$ cat src/rtl/prio_enc_queue.sv
// Registered priority-encoder queue: accumulates request pulses and emits one index per valid/ready transfer.
// Optional macro ROUND_ROBIN_EN replaces the fixed highest-index-wins rule with a rotating pointer.
module prio_enc_queue #(
    parameter int N = 4,
    localparam int W = $clog2(N)
) (
    input  logic         clk,
    input  logic         rst,
    input  logic [N-1:0] req,
    output logic [W-1:0] out_idx,
    output logic         out_valid,
    input  logic         out_ready,
    output logic [N-1:0] pending,
    output logic         idle
);

    logic         free;
    logic         has_sel;
    logic         load;
    logic [W-1:0] sel;
    logic [N-1:0] clear_mask;

    assign free    = !out_valid || out_ready;
    assign has_sel = |pending;
    assign load    = free && has_sel;
    assign idle    = (pending == '0) && !out_valid;

`ifdef ROUND_ROBIN_EN
    logic [W-1:0] ptr;

    // Search upward from ptr, wrapping past N-1 back to 0.
    always_comb begin
        logic found;
        int   idx;
        // NOTE: every always_comb output gets a default first so no path can infer a latch.
        sel   = '0;
        found = 1'b0;
        for (int k = 0; k < N; k++) begin
            idx = int'(ptr) + k;
            if (idx >= N) idx = idx - N;
            if (!found && pending[idx]) begin
                sel   = W'(idx);
                found = 1'b1;
            end
        end
    end

    always_ff @(posedge clk) begin
        if (rst) begin
            ptr <= '0;
        end else if (load) begin
            ptr <= (int'(sel) == N - 1) ? '0 : sel + W'(1);
        end
    end
`else
    // Later iterations overwrite earlier ones, so the highest set index wins.
    always_comb begin
        sel = '0;
        for (int i = 0; i < N; i++) begin
            if (pending[i]) sel = W'(i);
        end
    end
`endif

    always_comb begin
        clear_mask = '0;
        if (load) clear_mask[sel] = 1'b1;
    end

    always_ff @(posedge clk) begin
        // NOTE: synchronous reset covers every register here; there is no memory array to exempt.
        if (rst) begin
            pending   <= '0;
            out_valid <= 1'b0;
            out_idx   <= '0;
        end else begin
            // NOTE: non-blocking assignments so every register samples pre-edge values.
            // OR-ing req after the clear makes a simultaneous set win over the clear.
            pending <= (pending & ~clear_mask) | req;
            if (free) begin
                out_valid <= has_sel;
                if (has_sel) out_idx <= sel;
            end
        end
    end

endmodule

$ cat config.mk
export PLATFORM = sky130hd
export DESIGN_NAME = prio_enc_queue
export DESIGN_NICKNAME = d
export VERILOG_FILES = /design/src/rtl/prio_enc_queue.sv
export SDC_FILE = /design/constraint.sdc
export NUM_CORES = 1
export LEC_CHECK = 0
export ABC_AREA = 1
export ABC_CLOCK_PERIOD_IN_PS = 2100
export BUFFER_PORTS_ARGS = -buffer_cell sky130_fd_sc_hd__buf_2
export CAP_MARGIN = 20
export CORE_AREA = 2 2 39 41
export DETAILED_ROUTE_END_ITERATION = 16
export DIE_AREA = 0 0 41 43
export PLACE_DENSITY = 0.42
export SLEW_MARGIN = 25
export SYNTH_ARGS = -nofsm -noshare
export SYNTH_HDL_FRONTEND = slang
export SYNTH_SLANG_ARGS = --single-unit
export TNS_END_PERCENT = 30
$ cat constraint.sdc
create_clock -name clk -period 2.1 [get_ports clk]
set_input_delay 0.21 -clock clk [delete_from_list [all_inputs] [get_ports clk]]
set_output_delay 0.21 -clock clk [all_outputs]
set_load 0.01 [all_outputs]
[Word level (Yosys, flattened, before mapping)]
Index checks and enable logic that the tools add are counted.
Operators by class
  $lt $le $gt $ge: 2
  muxes and demuxes: 6
  bitwise operators: 3
  reduce and logical (&&, ||, !) cells: 8
Operator list (count)
  $and 4x4->4: 1
  $logic_not 4->1: 1
  $mux 2: 2
  $mux 4: 1
  $not 4->4: 1
  $or 4x4->4: 1
  $reduce_or 4->1: 1
  $logic_and 1x1->1: 3
  $lt 2x3->1 const B: 1
  $demux 1 s2: 1
  $ge 2x1->1 const B: 1
  $mux 1: 2
  $reduce_and 2->1: 1
  $logic_not 1->1: 1
  $logic_or 1x1->1: 1
Word-level totals
  register bits: 7
  input bits: 7

[Logic depth before layout (Yosys ltp)]
  depth in word-level cells: 11
  depth in mapped cells: 6
  mapped depth without buffers: 6

[Worst setup path after synthesis]
No wires, ideal clock.
  path type: reg2out
  start point: register pending[3]
  end point: output idle
  arrival time: 0.761 ns
  data required time: 1.890 ns
  setup slack: 1.129 ns
  cell stages (with the launch flop): 4
  cell sequence: dfxtp_1 -> nor2_2 -> nand2_2 -> nor2_1
Between the ends
  cells in the longest elaborated chain, start to end: 2
Ends and longest elaborated chain
  start: declaration: RTL line 13  | output logic [N-1:0] pending,
  start signal: assignment: RTL line 79  | pending <= (pending & ~clear_mask) | req;
  $logic_not 4->1: RTL line 26  | assign idle = (pending == '0) && !out_valid;
  $logic_and 1x1->1: RTL line 26
  end: declaration: RTL line 14  | output logic idle
No other way between the ends.

[Worst setup path after layout]
Ends and elaborated chain as after synthesis.

==> run metrics <==
maximum buffer depth of the clock tree 2; count of final setup violators 0; cell depth of the worst min-delay path 2; critical path fanouts, max 7; die width around 41 um; most common cell after layout, fill and taps aside buf_2; FF-to-FF path depth 6; clock tree from TritonCTS yes; vias in the first global route 268; global-route wire length before repair around 1 mm; sequential fraction of the synthesis area around 47%; launching point of the worst reg2reg path out_valid; final weighted congestion of routability-driven global placement about 0.67; share of power burned in registers between 40 and 50%; detailed-routing iteration count for the pre-antenna-repair pass 4; clock tree sinks 7; crit share post-route between 60% and 70%; cell with the largest stage delay on the worst path dfxtp_1; share of the core filled with cells around 30%; outcome finished clean; top library cells by usage in the layout, fill and taps aside buf_2, inv_1, dfxtp_1; pre-CTS WS between 1 and 1.5 ns; diode insertion count for antenna repair 0; arrival time at the worst endpoint 1.08 ns; warning count from the yosys run 0; cell at the root of the clock tree clkbuf_4; Unique masters post-synth 13; overall overflow remaining after global route 0; H-tree depth 1; unrepaired setup endpoints after global routing false; switching power approximately 0.095 mW; routed wire length approximately 680 um; total standard cell area after synthesis just under 300 um^2; Setup CP Type reg -> out; number of vias per cell 4.32; average cell area after synthesis 7.44 um^2; startpoint kind of the worst setup timing path flip-flop; clock latency on the worst-skew pair ~0.25 ns; worst-case headroom to the max-slew limit between 80% and 90%; floorplan row count 14; worst hold path type in -> reg; cell-by-cell trace of the critical path nor2_2 -> nand2_2 -> nor2_1 -> buf_2; summed negative setup slack over all endpoints 0 ns; port buffer count 14; number of hold buffers added after CTS 0; total global-route track usage under 10%; part of the power in combinational logic between 10% and 20%; final routed DRC violation total 0; static leakage ~0.22 nW; Cell Count Post-Placement 70; Clock Skews 0.00209 ns; number of gates given a new drive strength after cts 0; sink of the worst hold path pending[0]; Hold Startpoint rst; sw frac between 20 and 30%; count of boundary I/O pins 15; max-slew violation count 0; minimum clock period about 1.3 ns; setup bufs post-CTS 0; initial drt markers 4; actual transition at the worst max-transition pin between 0.15 and 0.2 ns; TritonCTS Buffers 3; number of synthesized register bits 7; overall die area 1760 um^2; clock slew at the register clock pins of the worst setup and hold paths around 0.050 ns; area of the placeable core 1380 um^2; DP HPWL 540 um; Largest stage delay, worst path between 0.3 and 0.4 ns; fillers 170; share of layout cells above drive strength 1 between 30% and 40%; Syn Nets 47; areal power density over the cells approximately 820 nW/um^2; vias after detailed routing 320; final instance count without filler cells between 70 and 80; Clock power frac between 30% and 40%; count of nets left with antenna violations after detail routing 0; final setup slack of the worst path slightly above 0.8 ns; initial standard-cell utilization of the core 21.5%; number of nets in the final layout 66; upper clock frequency limit 776 MHz; Req. time, crit path 1.89 ns; Layout area overhead 39.1%; placed instance area around 390 um^2; pin count of the biggest net entering global routing 8; number of max-capacitance violations reported 0; cell internal power dissipation between 0.2 and 0.25 mW; average routed wire per standard cell a little over 9 um; antenna violations before repair 0; final hold viol count 0; Post-Layout Inst Area 414 um^2; gate count after technology mapping 40; internal reg-to-reg setup slack 1.14 ns; Max IR drop VDD approximately 0.27 mV; Die Height approximately 43 um; Critical Path End Type output pin; Reg-to-Reg End pending[1]
worst max-delay path: cells and delay by family, from the launching register on:
| family | cells | cell delay, ns |
|---|---|---|
| AND/OR/NAND/NOR | 3 | 0.35 |
| buffers and inverters | 1 | 0.13 |
| flip-flops | 1 | 0.35 |
worst max-delay path by stage:
stage	slack, ns	from	endpoint
2_1_floorplan	1.13	pending[3]	idle
3_3_place_gp	1.06	pending[3]	idle
3_5_place_dp	1.08	pending[3]	idle
4_1_cts	0.80	pending[3]	idle
5_1_grt	0.72	pending[3]	idle
6_report	0.81	pending[3]	idle
synthesized netlist by cell type:
| library cell | number | area (um^2) |
|---|---|---|
| o21a_1 | 1 | 7.51 |
| a21oi_1 | 3 | 15.0 |
| nand2_1 | 5 | 18.8 |
| dfxtp_1 | 7 | 140 |
| inv_1 | 8 | 30.0 |
| nor3_1 | 1 | 5.00 |
| o21ai_2 | 1 | 8.76 |
| a21oi_2 | 1 | 8.76 |
| nand2_2 | 1 | 6.26 |
| nor2_1 | 4 | 15.0 |
| nand3_1 | 3 | 15.0 |
| o21ai_0 | 3 | 15.0 |
| nor2_2 | 2 | 12.5 |
area by class of cell:
cell class / count / area, um^2 / area share, %
clock buffer: 4 / 26.3 / 6.34
sequential: 7 / 140 / 33.8
multi-input combinational: 25 / 128 / 30.8
tap: 16 / 20.0 / 4.83
timing repair buffer: 14 / 70.1 / 16.9
inverter: 8 / 30.0 / 7.25
layer usage:
layer  track usage, %  wire length (um)
met3             3.14                51
met5                0                 0
met2             11.3               306
met1             10.6               288
met4             12.0                36
cell families after synthesis:
| logic type | synth area share [%] |
|---|---|
| AO/OA/AOI/OAI | 18.5 |
| buffers and inverters | 10.1 |
| flip-flops | 47.1 |
| AND/OR/NAND/NOR | 24.4 |
state kept, by name, indices dropped and copies added, names as in the netlist:
register   flops
out_idx        2
pending        4
out_valid      1
metrics by stage:
stage               total power, mW  hold WS [ns]
floorplan                     0.194         0.272
global placement              0.221         0.418
detailed placement            0.220         0.423
CTS                           0.344         0.160
global route                  0.361         0.165
finish                        0.339         0.160
power by group through the flow:
stage,Sequential (mW),Clock [mW],Combinational (mW)
after global routing,0.155,0.134,0.0719
after global placement,0.157,0,0.0636
after CTS,0.154,0.126,0.0639
after detailed placement,0.157,0,0.0637
final,0.154,0.123,0.0628
after floorplan,0.162,0,0.0324
No activity file was read; power rests on OpenSTA's default activity.
